$ cat src/rtl/hex_cmd_pkg.sv
// rtl/hex_cmd_pkg.sv - shared types and ASCII constants for hex command parsers
package hex_cmd_pkg;

    typedef enum logic [1:0] {
        IDLE   = 2'd0,
        DIGITS = 2'd1,
        RESP   = 2'd2
    } state_t;

    localparam logic [7:0] ASCII_0  = 8'h30;
    localparam logic [7:0] ASCII_9  = 8'h39;
    localparam logic [7:0] ASCII_UA = 8'h41;
    localparam logic [7:0] ASCII_UF = 8'h46;
    localparam logic [7:0] ASCII_LA = 8'h61;
    localparam logic [7:0] ASCII_LF = 8'h66;

    localparam logic [7:0] DEFAULT_ACK = 8'h4B;
    localparam logic [7:0] DEFAULT_NAK = 8'h3F;

endpackage

$ cat src/rtl/hex_nibble_decode.sv
// rtl/hex_nibble_decode.sv - combinational ASCII hex digit to nibble decoder
//   i_byte      in  8  ASCII character
//   o_nibble    out 4  decoded value (0 when not a hex digit)
//   o_is_hex    out 1  high for '0'-'9', 'A'-'F', 'a'-'f'
module hex_nibble_decode
    import hex_cmd_pkg::*;
(
    input  logic [7:0] i_byte,
    output logic [3:0] o_nibble,
    output logic       o_is_hex
);

    logic [7:0] w_off;

    always_comb begin
        w_off    = 8'h00;
        o_is_hex = 1'b0;
        if (i_byte >= ASCII_0 && i_byte <= ASCII_9) begin
            w_off    = i_byte - ASCII_0;
            o_is_hex = 1'b1;
        end else if (i_byte >= ASCII_UA && i_byte <= ASCII_UF) begin
            w_off    = i_byte - ASCII_UA + 8'd10;
            o_is_hex = 1'b1;
        end else if (i_byte >= ASCII_LA && i_byte <= ASCII_LF) begin
            w_off    = i_byte - ASCII_LA + 8'd10;
            o_is_hex = 1'b1;
        end
        o_nibble = w_off[3:0];
    end

endmodule

$ cat src/rtl/hex_cmd_parser.sv
// rtl/hex_cmd_parser.sv - UART byte stream parser for "<cmd><hex digits>" frames with ACK/NAK reply
//   Optional feature macro: CMD_TIMEOUT_EN (inter-character timeout inside a frame)
//   CLK          in  1          system clock
//   RST          in  1          asynchronous active-high reset
//   RX_DATA      in  8          received byte
//   RX_VALID     in  1          RX_DATA strobe
//   VALUE        out 4*NDIGITS  last decoded value
//   VALUE_VALID  out 1          pulse when VALUE updates
//   ERR          out 1          pulse on a bad or timed-out frame
//   TX_DATA      out 8          response byte
//   TX_START     out 1          transmit request pulse
//   TX_BUSY      in  1          transmitter busy
module hex_cmd_parser
    import hex_cmd_pkg::*;
#(
`ifdef CMD_TIMEOUT_EN
    parameter int         TIMEOUT_CYCLES = 12000,
`endif
    parameter logic [7:0] CMD_CHAR = 8'h53,
    parameter int         NDIGITS  = 3,
    parameter logic [7:0] ACK_CHAR = DEFAULT_ACK,
    parameter logic [7:0] NAK_CHAR = DEFAULT_NAK
) (
    input  logic                 CLK,
    input  logic                 RST,
    input  logic [7:0]           RX_DATA,
    input  logic                 RX_VALID,
    output logic [4*NDIGITS-1:0] VALUE,
    output logic                 VALUE_VALID,
    output logic                 ERR,
    output logic [7:0]           TX_DATA,
    output logic                 TX_START,
    input  logic                 TX_BUSY
);

    localparam int VW = 4 * NDIGITS;
    localparam int CW = $clog2(NDIGITS + 1);

    state_t          r_state, w_state_nxt;
    logic [VW-1:0]   r_shift, w_shift_nxt;
    logic [VW-1:0]   r_value, w_value_nxt;
    logic [CW-1:0]   r_count, w_count_nxt;
    logic [7:0]      r_resp, w_resp_nxt;
    logic [7:0]      r_tx_data, w_tx_data_nxt;
    logic            r_vv, w_vv_nxt;
    logic            r_err, w_err_nxt;
    logic            r_tx_start, w_tx_start_nxt;

    logic [3:0]      w_nibble;
    logic            w_is_hex;
    logic [VW+3:0]   w_ext;
    logic [VW-1:0]   w_shifted;
    logic            w_timeout;

    hex_nibble_decode u_decode (
        .i_byte   (RX_DATA),
        .o_nibble (w_nibble),
        .o_is_hex (w_is_hex)
    );

    // Append the new nibble at the LSB end; the oldest digit falls off the top.
    assign w_ext     = {r_shift, w_nibble};
    assign w_shifted = w_ext[VW-1:0];

`ifdef CMD_TIMEOUT_EN
    localparam int TW = $clog2(TIMEOUT_CYCLES);
    logic [TW-1:0] r_tmo, w_tmo_nxt;

    // Counts idle cycles inside DIGITS; any received byte restarts it, so a
    // byte landing on the terminal count wins over the timeout.
    assign w_timeout = (r_state == DIGITS) && !RX_VALID &&
                       (r_tmo == TW'(TIMEOUT_CYCLES - 1));

    always_comb begin
        w_tmo_nxt = '0;
        if (r_state == DIGITS && !RX_VALID && !w_timeout)
            w_tmo_nxt = r_tmo + TW'(1);
    end

    always_ff @(posedge CLK or posedge RST) begin
        if (RST) r_tmo <= '0;
        else     r_tmo <= w_tmo_nxt;
    end
`else
    assign w_timeout = 1'b0;
`endif

    always_comb begin
        w_state_nxt    = r_state;
        w_shift_nxt    = r_shift;
        w_count_nxt    = r_count;
        w_value_nxt    = r_value;
        w_resp_nxt     = r_resp;
        w_tx_data_nxt  = r_tx_data;
        w_vv_nxt       = 1'b0;
        w_err_nxt      = 1'b0;
        w_tx_start_nxt = 1'b0;
        case (r_state)
            IDLE: begin
                if (RX_VALID && RX_DATA == CMD_CHAR) begin
                    w_shift_nxt = '0;
                    w_count_nxt = '0;
                    w_state_nxt = DIGITS;
                end
            end
            DIGITS: begin
                if (RX_VALID) begin
                    if (RX_DATA == CMD_CHAR) begin
                        w_shift_nxt = '0;
                        w_count_nxt = '0;
                    end else if (w_is_hex) begin
                        if (r_count == CW'(NDIGITS - 1)) begin
                            w_value_nxt = w_shifted;
                            w_vv_nxt    = 1'b1;
                            w_resp_nxt  = ACK_CHAR;
                            w_shift_nxt = '0;
                            w_count_nxt = '0;
                            w_state_nxt = RESP;
                        end else begin
                            w_shift_nxt = w_shifted;
                            w_count_nxt = r_count + CW'(1);
                        end
                    end else begin
                        w_err_nxt   = 1'b1;
                        w_resp_nxt  = NAK_CHAR;
                        w_state_nxt = RESP;
                    end
                end else if (w_timeout) begin
                    w_err_nxt   = 1'b1;
                    w_resp_nxt  = NAK_CHAR;
                    w_state_nxt = RESP;
                end
            end
            RESP: begin
                // Bytes arriving here are dropped, including CMD_CHAR.
                if (!TX_BUSY) begin
                    w_tx_start_nxt = 1'b1;
                    w_tx_data_nxt  = r_resp;
                    w_state_nxt    = IDLE;
                end
            end
            default: w_state_nxt = IDLE;
        endcase
    end

    always_ff @(posedge CLK or posedge RST) begin
        if (RST) begin
            r_state    <= IDLE;
            r_shift    <= '0;
            r_value    <= '0;
            r_count    <= '0;
            r_resp     <= 8'h00;
            r_tx_data  <= 8'h00;
            r_vv       <= 1'b0;
            r_err      <= 1'b0;
            r_tx_start <= 1'b0;
        end else begin
            r_state    <= w_state_nxt;
            r_shift    <= w_shift_nxt;
            r_value    <= w_value_nxt;
            r_count    <= w_count_nxt;
            r_resp     <= w_resp_nxt;
            r_tx_data  <= w_tx_data_nxt;
            r_vv       <= w_vv_nxt;
            r_err      <= w_err_nxt;
            r_tx_start <= w_tx_start_nxt;
        end
    end

    assign VALUE       = r_value;
    assign VALUE_VALID = r_vv;
    assign ERR         = r_err;
    assign TX_DATA     = r_tx_data;
    assign TX_START    = r_tx_start;

endmodule
$ cat config.mk
export PLATFORM = sky130hd
export DESIGN_NAME = hex_cmd_parser
export DESIGN_NICKNAME = d
export VERILOG_FILES = /design/src/rtl/hex_cmd_pkg.sv /design/src/rtl/hex_nibble_decode.sv /design/src/rtl/hex_cmd_parser.sv
export SDC_FILE = /design/constraint.sdc
export NUM_CORES = 1
export LEC_CHECK = 0
export ABC_AREA = 1
export CORE_MARGIN = 4
export CORE_UTILIZATION = 30
export DETAILED_ROUTE_END_ITERATION = 12
export DONT_BUFFER_PORTS = 1
export PLACE_DENSITY = 0.47
export SYNTH_ARGS = -nofsm -noshare
export SYNTH_HDL_FRONTEND = slang
export SYNTH_HIERARCHICAL = 1
export SYNTH_SLANG_ARGS = --single-unit
$ cat constraint.sdc
create_clock -name CLK -period 1.6 [get_ports CLK]
set_clock_uncertainty 0.05 [all_clocks]
set_input_delay 0.32 -clock CLK [delete_from_list [all_inputs] [get_ports CLK]]
set_output_delay 0.32 -clock CLK [all_outputs]
set_load 0.005 [all_outputs]
==> flow_metrics.tcl, run 1 <==
set metrics [dict create \
    status "finished clean" \
    crit_fanout 20 \
    fin_crit_ns 1.427 \
    whs_path_depth 2 \
    ctsHtreeMaxLevel 2 \
    dr.first_iter.drc_count 39 \
    met3_usage_pct 3.458 \
    crit_chain "inv_1 -> ha_1 -> nand2_2 -> nor2_2 -> nand2_4 -> nand2_2 -> nand2_2 -> buf_4 -> nand4_2 -> buf_12 -> clkinv_4 -> nand2_1 -> nand2_1" \
    drc 0 \
    die_w_um 85.74 \
    wl_per_cell_um 11.38 \
    numPortBuffers 0 \
    cts_buffers 5 \
    path_clk_slew_ns 0.07 \
    antenna_cells 0 \
    period_share_pct 89.20 \
    ff2ff_path_depth 8 \
    cap_viol_max_count 0 \
    report.final.hold_viol_count 0 \
    reg2reg_to "r_shift[4]" \
    routabilityCongestion 0.7744 \
    syn_avg_cell_area_sq_um 7.781 \
    start_kind "input port" \
    yosysTopAreaCell "dfrtp_1" \
    yosys_warnings 6 \
    setup.worst_path.class "input port to register" \
    hold_path_class "input port to register" \
    clock-sinks 33 \
    antenna_found_initial 0 \
    initial_core_util_pct 30.80 \
    synthDistinctLibCells 24 \
    antenna_left 0 \
    clk_latency_ns 0.28 \
    clockRootBuffer "clkbuf_8" \
    netlist_area_sq_um 1813 \
    design_area_sq_um 2077 \
    final_common_cell "nand2_1" \
    nNetsFinal 263 \
    die_area_sq_um 7351 \
    r2r_start "r_state[1]" \
    vias_per_cell 4.207 \
    dpl_cell_area_sq_um 1971 \
    grt_usage_pct 10.89 \
    synth_seq_area_share_pct 45.55 \
    rsz0062_at_grt "no" \
    wirelength_mm 3.686 \
    slew_viol_final 0 \
    min_from "TX_BUSY" \
    met2_usage_pct 16.88 \
    via_count 1363 \
    synth_top_area_share_pct 45.55 \
    num_rows 28 \
    critPathMaxStageDelay_ns 0.17 \
    drive_gt1_share_pct 22.49 \
    path_buf_inv 4 \
    dp.cells 315 \
    vdd_drop_max_uv 486.3 \
    met1_usage_pct 14.10 \
    power_density_nw_per_um2 1216 \
    yosys-top-cells-area "dfrtp_1 (46%), nand2_1 (17%), nor2_1 (5.4%), inv_1 (5.2%), nand3_1 (3.9%)" \
    cts_tree "yes" \
    worstSetupEndpointType "register" \
    coreArea_sq_um 5886 \
    max_freq_mhz 700.6 \
    ios 35 \
    cp_slowest_cell "ha_1" \
    synth_cells 233 \
    final_cell_mix "nand2_1 (81), dfrtp_1 (33), nor2_1 (26)" \
    synthToLayoutAreaGrowth_pct 14.56 \
    grt_pass1_vias 1356 \
    dpl.hpwl_mm 2.750 \
    synth_nets 248 \
    cts_setup_buffers 0 \
    setup_violations 0 \
    crit_arrival_ns 1.55 \
    grt_max_degree 34 \
    crit_family "simple AND/OR/NAND/NOR gates" \
    die_height_um 85.74 \
    p_leak_uw 0.001098 \
    r2r_slack_ns 0.19 \
    cpMostUsedCell "nand2_2" \
    clockBufferDepth 2 \
    critPathRequiredTime_ns 1.73 \
    overflow 0 \
    busiest_layer "met2" \
    grt_pass1_wl_mm 6.292 \
    first_pass_iters 4 \
    stdcell_count 324 \
    ys_ff_latch 33 \
    min_to "r_state[1]" \
]
-- metrics by stage --
stage	worst slack (ns)	total power, uW	TNS [ns]	utilization, %	hold WS, ns
detailed placement	-0.1480	1918	-2.425	33.48	0.2855
global placement	-0.1253	1914	-1.698	33.48	0.2865
global route	0.001875	2737	0	35.29	0.09529
finish	0.1727	2526	0	35.29	0.1021
CTS	0.05437	2547	0	35.12	0.1010
floorplan	0.02327	1749	0	-	0.3637
-- cells in the mapped netlist --
cell,number
clkinv_4,1
buf_6,1
nor2_4,4
nand3_1,14
nand4_2,1
inv_1,25
nor3_1,1
ha_1,3
dfrtp_1,33
nor2_2,3
o21ai_2,5
a21oi_1,2
buf_4,8
inv_2,2
nand2_4,3
o21ai_1,4
nand2_1,82
a21oi_4,1
o21ai_0,3
conb_1,1
nor2_1,26
nand3_2,2
nand2_2,7
buf_2,1
-- sequential cells by signal (all words and copies together) (netlist names) --
signal	cells
ERR	1
TX_DATA	3
TX_START	1
VALUE	12
VALUE_VALID	1
r_count	2
r_resp	3
r_shift	8
r_state	2
-- repair_timing --
item | in CTS | in global routing
hold buffers | 1 | 0
setup endpoints to repair | 0 | 10
gates resized for setup | 0 | 3
hold endpoints to repair | 33 | 0
-- cell families (layout without fill, tap and decap cells) --
logic type,count (synthesis),after routing,share of synthesized area (%)
simple gates,143,143,36.09
buf+inv,38,54,10.28
flops,33,33,45.55
compound gates,15,15,5.797
fa+ha+maj,3,3,2.071
other cells,1,1,0.2068
-- worst max path at each step --
stage | start | endpoint | slack [ns] | cells past startpoint
4_1_cts | r_state[1] | r_shift[7] | 0.05 | 8
5_1_grt | RX_DATA[1] | r_shift[2] | 0.002 | 15
6_report | RX_DATA[1] | VALUE[10] | 0.17 | 13
3_5_place_dp | RX_DATA[1] | r_shift[7] | -0.15 | 14
2_1_floorplan | RX_DATA[1] | r_count[0] | 0.02 | 14
3_3_place_gp | RX_DATA[1] | r_shift[7] | -0.13 | 13
-- worst reg2reg max path: stages, from the launching register on --
cell     delay, ns
dfrtp_1       0.40
inv_1         0.13
nand2_4       0.12
inv_1         0.14
nand2_1       0.08
nand2_2       0.13
buf_4         0.17
nand3_1       0.07
nand2_1       0.07
-- routing by layer --
layer	part of all wire, %	up-vias
li1	-	730
met1	50	607
met2	44	21
met3	4.6	5
met4	1.5	0
met5	0	-
-- layout make-up --
class                           count  area [sq um]
Fill cell                         642          3809
Sequential cell                    33         825.8
Multi-Input combinational cell    162         810.8
Timing Repair Buffer               18         150.1
Inverter                           28         110.1
Tap cell                           75         93.84
Clock buffer                        5         68.82
Clock inverter                      3         17.52
-- where the power goes --
part           total (uW)  internal (uW)  switching, uW
Clock                 617            300            317
Sequential           1110            976            130
Combinational         803            287            516
Note: power is estimated with default switching activity, not from simulation.
==> run 2: changes to the inputs <==
- CORE_ASPECT_RATIO: unset -> 0.8
- CTS_CLUSTER_DIAMETER: unset -> 30
==> run 2 against run 1 <==
Against the previous run: die area up 0.10%; flip-flop and latch count unchanged; first-iteration DRC count up 28%; clock power up 50%; final cell count up 2.2%; sequential power about the same; largest power group unchanged; worst hold slack better by 0.014 ns; design area up 2.7%; worst setup slack better by 0.0043 ns; global-route usage up 0.54 points; routed wire length up 0.57%.
==> flow_metrics.tcl, run 2 (synthesis gave the netlist of run 1 again) <==
set metrics [dict create \
    design_area_sq_um 2132 \
    dpl_cell_area_sq_um 1986 \
    dpl.hpwl_mm 2.873 \
    report.final.hold_viol_count 0 \
    slew_viol_final 0 \
    vdd_drop_max_uv 391.9 \
    path_clk_slew_ns 0.07 \
    die_w_um 94.92 \
    rsz0062_at_grt "no" \
    grt_usage_pct 11.42 \
    worstSetupEndpointType "register" \
    fin_crit_ns 1.423 \
    hold_path_class "input port to register" \
    max_freq_mhz 702.8 \
    wl_per_cell_um 11.20 \
    grt_pass1_wl_mm 6.665 \
    clock-sinks 33 \
    synthToLayoutAreaGrowth_pct 17.60 \
    num_rows 25 \
    p_leak_uw 0.001123 \
    post-place-ws_ns -0.1364 \
    vias_per_cell 4.215 \
    start_kind "register" \
    nNetsFinal 264 \
    final_cell_mix "nand2_1 (82), dfrtp_1 (33), nor2_1 (26)" \
    die_area_sq_um 7359 \
    ctsHtreeMaxLevel 2 \
    grt_pass1_vias 1452 \
    setup.worst_path.class "register to register" \
    period_share_pct 88.94 \
    grt_max_degree 22 \
    first_pass_iters 4 \
    die_height_um 77.53 \
    coreArea_sq_um 5881 \
    dr.first_iter.drc_count 50 \
    numPortBuffers 0 \
    status "finished clean" \
    drive_gt1_share_pct 22.80 \
    via_count 1395 \
    cts_tree "yes" \
    antenna_found_initial 0 \
    whs_path_depth 2 \
    critPathRequiredTime_ns 1.72 \
    antenna_cells 0 \
    clk_latency_ns 0.28 \
    initial_core_util_pct 30.83 \
    cts_buffers 5 \
    antenna_left 0 \
    largest_register_ff_count 12 \
    cts_setup_buffers 0 \
    ff2ff_path_depth 8 \
    drc 0 \
    clockBufferDepth 2 \
    timing.setup.tns_ns 0 \
    wirelength_mm 3.707 \
    ios 35 \
    final_common_cell "nand2_1" \
    clockRootBuffer "clkbuf_8" \
    power_density_nw_per_um2 1313 \
    overflow 0 \
    fin_ws_ns 0.1770 \
    crit_fanout 10 \
    cap_viol_max_count 0 \
    setup_violations 0 \
    routabilityCongestion 0.7791 \
    crit_arrival_ns 1.55 \
]
==> run 2: cell count changes in the layout (fill, tap and decap cells not counted) <==
cell,change
clkinv_2,-1
nand2_1,+1
buf_4,+1
nand2_4,-1
clkinvlp_4,-1
inv_2,+1
bufinv_16,+2
inv_1,-1
==> run 2: worst max-delay path: stages, from the launching register on <==
cell and delay, ns:
dfrtp_1 0.39, inv_1 0.13, nand2_4 0.12, inv_1 0.14, nand2_1 0.07, nand2_1 0.10, nand2_2 0.16, nand2_1 0.10
nand2_1 0.06
==> run 2: through the flow <==
step | instances | hold slack, ns | total power (uW) | util [%]
2_1_floorplan | 233 | 0.3637 | 1749 | -
6_report | 331 | 0.1165 | 2799 | 36.26
5_1_grt | 331 | 0.1207 | 3012 | 36.26
3_5_place_dp | 322 | 0.1892 | 1903 | 33.77
3_3_place_gp | 322 | 0.1817 | 1899 | 33.77
4_1_cts | 331 | 0.1073 | 2856 | 36.21
==> run 2: layout make-up <==
cell class | count | area (sq um)
well taps | 81 | 101.3
clock buffers | 5 | 68.82
inverters | 28 | 110.1
fillers | 657 | 3749
repair buffers | 19 | 157.7
flip-flops and latches | 33 | 825.8
clock inverters | 3 | 65.06
multi-input cells | 162 | 803.3
==> run 2: power by group <==
group	internal, uW	switching, uW
clock network	619	306
registers	976	126
logic	274	499
total	1870	931
==> run 2: per-layer routing <==
layer	global-route usage, %	share of wire [%]	wire length [um]	vias up
li1	-	-	-	734
met5	0	0	0	-
met1	15.62	50	1864	633
met4	3.458	1.1	39	0
met2	16.89	43	1580	23
met3	3.973	6.0	222	5
==> run 2: what timing repair did <==
| item | in CTS | in global routing |
|---|---|---|
| gates resized for setup | 0 | 2 |
| endpoints found under the setup margin | 0 | 1 |
| endpoints found under the hold margin | 33 | 0 |
| hold buffers | 1 | 0 |
==> run 2: final timing paths <==
path | from | endpoint | slack, ns
setup / recovery | r_state[1] | r_shift[4] | 0.18
hold / removal | TX_BUSY | r_state[1] | 0.12
setup reg to reg | r_state[1] | r_shift[4] | 0.18
hold reg to reg | r_resp[3] | r_resp[3] | 0.40
max in group asynchronous | RST | r_state[1] | 0.79
min in group asynchronous | RST | TX_DATA[3] | 0.43
